**config.mk**
```make
export PLATFORM = sky130hd
export DESIGN_NAME = dsp_addsub_pipe
export DESIGN_NICKNAME = d
export VERILOG_FILES = /design/src/rtl/dsp_addsub_pipe.sv
export SDC_FILE = /design/constraint.sdc
export NUM_CORES = 1
export LEC_CHECK = 0
export ABC_CLOCK_PERIOD_IN_PS = 8470
export CAP_MARGIN = 15
export CORE_MARGIN = 5
export CORE_UTILIZATION = 28
export CTS_BUF_LIST = sky130_fd_sc_hd__clkbuf_16
export CTS_CLUSTER_SIZE = 8
export DETAILED_ROUTE_END_ITERATION = 10
export DONT_BUFFER_PORTS = 1
export HOLD_SLACK_MARGIN = 0.08
export PLACE_DENSITY = 0.52
export REMOVE_ABC_BUFFERS = 1
export SKIP_CTS_REPAIR_TIMING = 1
export SLEW_MARGIN = 20
export SYNTH_ARGS = -nofsm -noshare
export SYNTH_HDL_FRONTEND = slang
export SYNTH_SLANG_ARGS = --single-unit
```
**constraint.sdc**
```tcl
create_clock -name clk -period 8.47 [get_ports clk]
set_clock_uncertainty 0.1 [all_clocks]
set_input_delay 1.694 -clock clk [delete_from_list [all_inputs] [get_ports clk]]
set_output_delay 1.694 -clock clk [all_outputs]
set_load 0.01 [all_outputs]
```
**src/rtl/dsp_addsub_pipe.sv**
```systemverilog
// Pipelined add/subtract unit: one 16-bit lane resolved per stage, with the carry registered
// between stages. Carry, signed overflow, zero and a sideband tag travel with each result.
module dsp_addsub_pipe #(
    parameter int WIDTH = 32,
    parameter int TAG_W = 4
) (
    input  logic             clk,
    input  logic             rst,
    input  logic             in_valid,
    output logic             in_ready,
    input  logic [WIDTH-1:0] in_a,
    input  logic [WIDTH-1:0] in_b,
    input  logic             in_sub,
    input  logic [TAG_W-1:0] in_tag,
    output logic             out_valid,
    input  logic             out_ready,
    output logic [WIDTH-1:0] out_result,
    output logic             out_carry,
    output logic             out_ovf,
    output logic             out_zero,
    output logic [TAG_W-1:0] out_tag
);

    localparam int N = WIDTH / 16;

    logic                        en;
    logic [WIDTH-1:0]            b_eff;

    logic [N-1:0]                valid_q;
    logic [N-1:0][TAG_W-1:0]     tag_q;
    logic [N-1:0][WIDTH-1:0]     a_q;
    logic [N-1:0][WIDTH-1:0]     b_q;
    logic [N-1:0][WIDTH-1:0]     res_q;
    logic [N-1:0]                carry_q;
    logic                        ovf_q;
    logic                        zero_q;

    logic [N-1:0][WIDTH-1:0]     src_a;
    logic [N-1:0][WIDTH-1:0]     src_b;
    logic [N-1:0][WIDTH-1:0]     src_res;
    logic [N-1:0]                src_cin;
    logic [N-1:0][16:0]          lane_sum;
    logic [N-1:0][WIDTH-1:0]     next_res;
    logic                        ovf_next;
    logic                        zero_next;

    // The whole pipe moves as one; bubbles shift through like real beats.
    assign en       = !valid_q[N-1] || out_ready;
    assign in_ready = en;
    assign b_eff    = in_sub ? ~in_b : in_b;

    // Stage s adds lane s, fed by the inputs (s = 0) or the previous stage's registers.
    always_comb begin
        src_a    = '0;
        src_b    = '0;
        src_res  = '0;
        src_cin  = '0;
        lane_sum = '0;
        next_res = '0;

        src_a[0]   = in_a;
        src_b[0]   = b_eff;
        src_cin[0] = in_sub;
        for (int s = 1; s < N; s++) begin
            src_a[s]   = a_q[s-1];
            src_b[s]   = b_q[s-1];
            src_res[s] = res_q[s-1];
            src_cin[s] = carry_q[s-1];
        end

        for (int s = 0; s < N; s++) begin
            lane_sum[s] = {1'b0, src_a[s][16*s +: 16]} + {1'b0, src_b[s][16*s +: 16]}
                        + {16'b0, src_cin[s]};
            next_res[s] = src_res[s];
            next_res[s][16*s +: 16] = lane_sum[s][15:0];
        end

        ovf_next  = (src_a[N-1][WIDTH-1] == src_b[N-1][WIDTH-1])
                 && (lane_sum[N-1][15] != src_a[N-1][WIDTH-1]);
        zero_next = (next_res[N-1] == '0);
    end

    always_ff @(posedge clk or posedge rst) begin
        if (rst) begin
            valid_q <= '0;
            tag_q   <= '0;
            a_q     <= '0;
            b_q     <= '0;
            res_q   <= '0;
            carry_q <= '0;
            ovf_q   <= 1'b0;
            zero_q  <= 1'b0;
        end else if (en) begin
            valid_q[0] <= in_valid;
            tag_q[0]   <= in_tag;
            a_q[0]     <= in_a;
            b_q[0]     <= b_eff;
            for (int s = 1; s < N; s++) begin
                valid_q[s] <= valid_q[s-1];
                tag_q[s]   <= tag_q[s-1];
                a_q[s]     <= a_q[s-1];
                b_q[s]     <= b_q[s-1];
            end
            for (int s = 0; s < N; s++) begin
                res_q[s]   <= next_res[s];
                carry_q[s] <= lane_sum[s][16];
            end
            ovf_q  <= ovf_next;
            zero_q <= zero_next;
        end
    end

    assign out_valid  = valid_q[N-1];
    assign out_result = res_q[N-1];
    assign out_carry  = carry_q[N-1];
    assign out_ovf    = ovf_q;
    assign out_zero   = zero_q;
    assign out_tag    = tag_q[N-1];

endmodule

```
==> impl_metrics.py, run 1 <==
metrics = {
    "global_routing": {
        "grt_pass1_vias": 3822,
        "grtUsageTotal": 0.119,
        "grt_antenna_before_repair": 0,
        "grt-ovfl-total": 0,
        "grt_pass1_wl_um": 20500,
        "grt_max_degree": 112,
    },
    "synthesis": {
        "synth-simple-area-share": 0.190,
        "synth_top_area_frac": 0.458,
        "yosysUniqueCellTypes": 46,
        "post_synth.cell_area_avg_sq_um": 8.91,
        "synth_top_family_by_area": "simple AND/OR/NAND/NOR gates",
        "yosys.area.top_type": "dfrtp_1",
        "synthCells": 576,
        "synth-seq-area-share": 0.458,
        "synth_xor_area_frac": 0.0972,
        "yosys_warnings": 0,
        "synth-seq-cells": 94,
        "synth_commonest_cells": "190 x nand2_1, 94 x dfrtp_1, 39 x o21ai_0",
        "muxShareOfSynthArea": 0.00439,
        "synthAdderAreaFrac": 0.0848,
        "synth_most_common_cell": "nand2_1",
        "netlist_top_cells_area": "dfrtp_1 46%, nand2_1 14%, ha_1 7.3%, xnor2_1 5.1%, xor2_1 4.6%",
        "postSynth.asyncResetShare": 1.00,
        "synth_edf_count": 0,
        "syn_area_sq_um": 5130,
        "synth_compound_area_frac": 0.138,
        "ys.flop_type": "dfrtp_1",
    },
    "placement": {
        "port_buffers": 0,
        "dpl.cell_count": 780,
        "dpl.hpwl_um": 9100,
        "gp_congestion": 0.835,
    },
    "clock_network": {
        "numCtsBuffers": 9,
        "cts.reportedPaths.clkPinSlew_ps": 60,
        "ctsHtreeMaxLevel": 3,
        "clock_sinks": 94,
        "clk_latency_ps": 350,
        "cts_tree": "yes",
        "cts_buffer_depth": 2,
        "clock-root-buffer": "clkbuf_16",
    },
    "route": {
        "drc": 0,
        "wl_um": 12500,
        "antenna_left": 0,
        "drt_pass1_iterations": 4,
        "viasPerCell": 4.77,
        "dr_total_vias": 3797,
        "drt_iter0_drc": 141,
        "wl_per_cell_um": 15.7,
    },
    "layout": {
        "areaGrowthSynthToFinish_pct": 9.82,
        "final_net_count": 668,
        "drive_gt1_frac": 0.0476,
        "diodes": 0,
        "fin_cells": 796,
    },
    "pwr": {
        "p_leak_nw": 2.59,
        "p_per_area_nw_per_um2": 273,
        "ir_worst_vdd_uv": 251,
    },
    "setup_path": {
        "cp.required_ps": 6680,
        "cp-end-kind": "output port",
        "start_kind": "input pin",
        "r2r_cells": 10,
        "rrSetupSlack_ps": 4860,
        "crit_arrival_ps": 2710,
        "critPathMaxFanout": 111,
        "r2r_start": "a_q[16]$_DFFE_PP0P_",
        "critPathKind": "in -> out",
        "r2r-end": "out_zero$_DFFE_PP0P_",
    },
    "run_status": {
        "status": "finished, final reports clean",
    },
    "job": {
        "drv_cap": 0,
    },
    "sta": {
        "finalMaxSlewViolations": 0,
        "finalHoldViolations": 0,
        "setup_tns_ps": 0,
        "worstMarginPinSlew_ps": 1040,
        "fin_crit_ps": 4510,
        "fmax_mhz": 222,
        "setup_viol_count_final": 0,
        "finalCritPeriodShare": 0.532,
        "relSlewSlack": 0.307,
        "rsz0062_at_grt": "no",
    },
    "floorplanning": {
        "io_pins": 114,
        "coreArea_sq_um": 18000,
        "initial_core_util": 0.285,
        "die_h_um": 145,
        "dieArea_sq_um": 21100,
        "die_w_um": 145,
        "rows": 49,
    },
    "min_path": {
        "whs_endpoint": "valid_q[0]$_DFFE_PP0P_",
        "min_from": "valid_q[0]$_DFFE_PP0P_",
        "holdPathStages": 2,
        "hold_path.class": "reg -> reg",
    },
}
## registers in the layout (all words and copies together) (netlist names)
register / flops
out_result: 32
a_q: 16
b_q: 16
next_res: 16
out_tag: 4
tag_q: 4
carry_q: 2
valid_q: 2
out_ovf: 1
out_zero: 1
## report_power, final
group          total (mW)  switching [mW]  internal (mW)
registers           0.704           0.132          0.572
logic               0.417           0.240          0.177
clock network       0.421           0.167          0.254
## metrics by stage
stage,instance area [sq um],total power [mW],hold slack [ps],worst slack (ps),utilization
5_1_grt,5640,1.65,388,3830,0.313
4_1_cts,5640,1.57,368,3940,0.313
2_1_floorplan,5010,1.01,330,-699,-
3_3_place_gp,5330,1.13,340,3950,0.296
3_5_place_dp,5330,1.14,353,3940,0.296
6_report,5640,1.54,365,3960,0.313
## critical path: stages
cell and delay (ps):
nor2b_4 70, buf_4 780, inv_2 140
## layer usage
layer / global-route usage / vias up / routed length (um)
met5: 0 / - / 0
met4: 0.0336 / 0 / 150
met3: 0.0420 / 11 / 795
met2: 0.192 / 87 / 5910
met1: 0.152 / 1801 / 5610
li1: - / 1898 / -
## worst max-delay path by stage
stage	cells past startpoint	end	slack, ps	start
2_1_floorplan	2	in_ready	-700	out_ready
3_3_place_gp	3	in_ready	3950	out_ready
3_5_place_dp	3	in_ready	3940	out_ready
4_1_cts	3	in_ready	3940	out_ready
5_1_grt	3	in_ready	3830	out_ready
6_report	3	in_ready	3960	out_ready
## cells in the final DEF (no fill, tap or decap), types with 4 or more instances in the layout
master	netlist	final
nand2_1	190	190
dfrtp_1	94	94
o21ai_0	39	39
xnor2_1	30	30
ha_1	30	30
nor2_1	29	29
a21oi_1	28	28
xor2_1	27	27
a21o_1	10	10
clkbuf_16	0	9
a211oi_1	6	6
o21a_1	6	6
nor4_1	6	6
inv_1	5	4
nor3_1	4	4
## cell families (layout without fill, tap and decap cells)
group                    after synthesis  after routing
XOR/XNOR                              57             57
adder cells (fa/ha/maj)               33             33
AO/OA/AOI/OAI                        113            113
buffers and inverters                 33             24
multiplexers                           2              2
AND/OR/NAND/NOR                      244            244
flip-flops                            94             94
## cell type report
class                      instances  area (sq um)
fill                            1908         12400
sequential                        94          2350
clock buffer                       9           225
timing repair buffer               3          22.5
clock inverter                     7          80.1
tap                              229           287
inverter                           5          21.3
multi-input combinational        449          2650
(Power assumes the default switching activity.)
==> run 2: changes to the inputs <==
ABC_CLOCK_PERIOD_IN_PS = 4300   (was 8470)
clock period = 4.3 ns   (was 8.47 ns; I/O delays follow)
==> run 2 against run 1 <==
Effect of this change:
- via count up 0.97%
- clock power rose by 69%
- sequential power increased by 97%
- first-iteration DRC count rose by 18%
- count of clock-buffer cells in the layout unchanged
- largest cell class unchanged
- power grew 90%
- sequential cell count did not move
- worst hold slack improved by 1.9 ps
- setup slack got worse by 3200 ps
==> impl_metrics.py, run 2 (synthesized netlist as in run 1, its figures left out) <==
metrics = {
    "run_status": {
        "status": "finished, final reports clean",
    },
    "setup_path": {
        "path_cells": "fa_1 -> fa_1 -> a211oi_1 -> nor2_1 -> o21ba_2 -> o21a_1 -> o21a_1 -> or3_1 -> a2111o_1 -> o31ai_2",
        "cp-end-kind": "flip-flop",
        "critPathKind": "reg -> reg",
        "start_kind": "flip-flop",
        "slowest_stage": "fa_1",
        "critPathMaxFanout": 3,
        "max_stage_delay_ps": 510,
        "cp.required_ps": 4460,
        "crit_arrival_ps": 3740,
    },
    "sta": {
        "relSlewSlack": 0.304,
        "finalHoldViolations": 0,
        "rsz0062_at_grt": "no",
        "finalMaxSlewViolations": 0,
        "fin_crit_ps": 3580,
        "worstMarginPinSlew_ps": 1040,
        "finalCritPeriodShare": 0.832,
        "setup_viol_count_final": 0,
        "fmax_mhz": 280,
    },
    "route": {
        "wl_met1_um": 6000,
        "dr_total_vias": 3834,
        "met3_length_um": 712,
        "antenna_left": 0,
        "wl_um": 12700,
        "drc": 0,
        "wl_per_cell_um": 16.0,
        "top_layer_used": "met4",
        "drt_pass1_iterations": 4,
        "viasPerCell": 4.82,
        "drt_iter0_drc": 167,
        "met2_length_um": 5830,
    },
    "placement": {
        "dpl.cell_count": 780,
        "placed_cell_area_sq_um": 5330,
        "port_buffers": 0,
        "dpl.hpwl_um": 9370,
        "gp_congestion": 0.798,
    },
    "floorplanning": {
        "initial_core_util": 0.285,
        "rows": 49,
        "die_h_um": 145,
        "coreArea_sq_um": 18000,
        "dieArea_sq_um": 21100,
        "io_pins": 114,
        "die_w_um": 145,
    },
    "global_routing": {
        "grt_pass1_wl_um": 20900,
        "grtUsageTotal": 0.121,
        "grt_max_degree": 111,
        "grt_antenna_before_repair": 0,
        "grt-ovfl-total": 0,
        "grt_pass1_vias": 3863,
    },
    "pwr": {
        "ir_worst_vdd_uv": 268,
        "swShare": 0.365,
        "p_int_mw": 1.86,
        "p_seq_frac": 0.475,
        "p_leak_nw": 2.57,
        "p_per_area_nw_per_um2": 523,
        "p_comb_frac": 0.283,
        "p_sw_mw": 1.07,
        "p_clk_frac": 0.243,
    },
    "layout": {
        "largest_register_ffs": 32,
        "multiInputGateArea_sq_um": 2650,
        "regArea_sq_um": 2350,
        "final_cell_area_sq_um": 5590,
        "fin_cells": 796,
        "mostFrequentLayoutCells": "190 x nand2_1, 94 x dfrtp_1, 39 x o21ai_0",
        "diodes": 0,
        "final_common_cell": "nand2_1",
        "fillCellCount": 1916,
        "fin_util": 0.310,
        "final_net_count": 668,
        "areaGrowthSynthToFinish_pct": 8.92,
        "drive_gt1_frac": 0.0459,
    },
    "clock_network": {
        "cts.reportedPaths.clkPinSlew_ps": 70,
        "cts_buffer_depth": 2,
        "clock_sinks": 94,
        "clk_latency_ps": 350,
        "numCtsBuffers": 9,
        "clock-root-buffer": "clkbuf_16",
        "ctsHtreeMaxLevel": 3,
        "cts_tree": "yes",
    },
    "job": {
        "drv_cap": 0,
    },
    "min_path": {
        "hold_path.class": "reg -> reg",
    },
}
[run 2: cell count changes in the layout (fill, tap and decap cells not counted)]
cell | previous run | this run
inv_1 | 4 | 5
clkinvlp_4 | 0 | 2
clkinv_2 | 1 | 0
bufinv_16 | 2 | 0
[run 2: area by class of cell]
class / instances / area share
Clock buffer: 9 / 0.0403
Clock inverter: 7 / 0.00604
Sequential cell: 94 / 0.421
Inverter: 5 / 0.00380
Timing Repair Buffer: 3 / 0.00403
Tap cell: 229 / 0.0512
Multi-Input combinational cell: 449 / 0.474
[run 2: layer usage]
layer | GRT usage | up-vias
met1 | 0.160 | 1816
met3 | 0.0349 | 18
met2 | 0.192 | 99
li1 | - | 1901
met5 | 0 | -
met4 | 0.0382 | 0
[run 2: power groups by stage]
stage / logic, mW / registers [mW] / clock network, mW
global placement: 0.817 / 1.41 / 0
global route: 0.953 / 1.42 / 0.776
finish: 0.827 / 1.39 / 0.710
detailed placement: 0.835 / 1.42 / 0
CTS: 0.840 / 1.40 / 0.740
floorplan: 0.667 / 1.33 / 0
[run 2: final timing paths]
check	startpoint	endpoint	slack, ps	cells after the start
max	a_q[16]$_DFFE_PP0P_	out_zero$_DFFE_PP0P_	720	10
min	valid_q[0]$_DFFE_PP0P_	valid_q[1]$_DFFE_PP0P_	370	1
max reg2reg	a_q[16]$_DFFE_PP0P_	out_zero$_DFFE_PP0P_	720	10
min reg2reg	valid_q[0]$_DFFE_PP0P_	valid_q[1]$_DFFE_PP0P_	370	1
max in group asynchronous	rst	next_res[32]$_DFFE_PP0P_	2720	2
min in group asynchronous	rst	out_result[0]$_DFFE_PP0P_	440	1
[run 2: per-stage QoR]
step | TNS, ps | hold slack (ps) | setup slack [ps] | total power [mW]
finish | 0 | 367 | 722 | 2.92
global route | 0 | 396 | 565 | 3.15
CTS | 0 | 370 | 720 | 2.98
detailed placement | 0 | 355 | 742 | 2.25
global placement | 0 | 341 | 801 | 2.23
floorplan | -206730 | 330 | -3210 | 2.00
[run 2: worst max-delay path: cells and delay by family, from the launching register on]
| family | cells | cell delay (ps) |
|---|---|---|
| AND/OR/NAND/NOR | 2 | 440 |
| flip-flops | 1 | 400 |
| AO/OA/AOI/OAI | 6 | 1600 |
| adder cells (fa/ha/maj) | 2 | 960 |
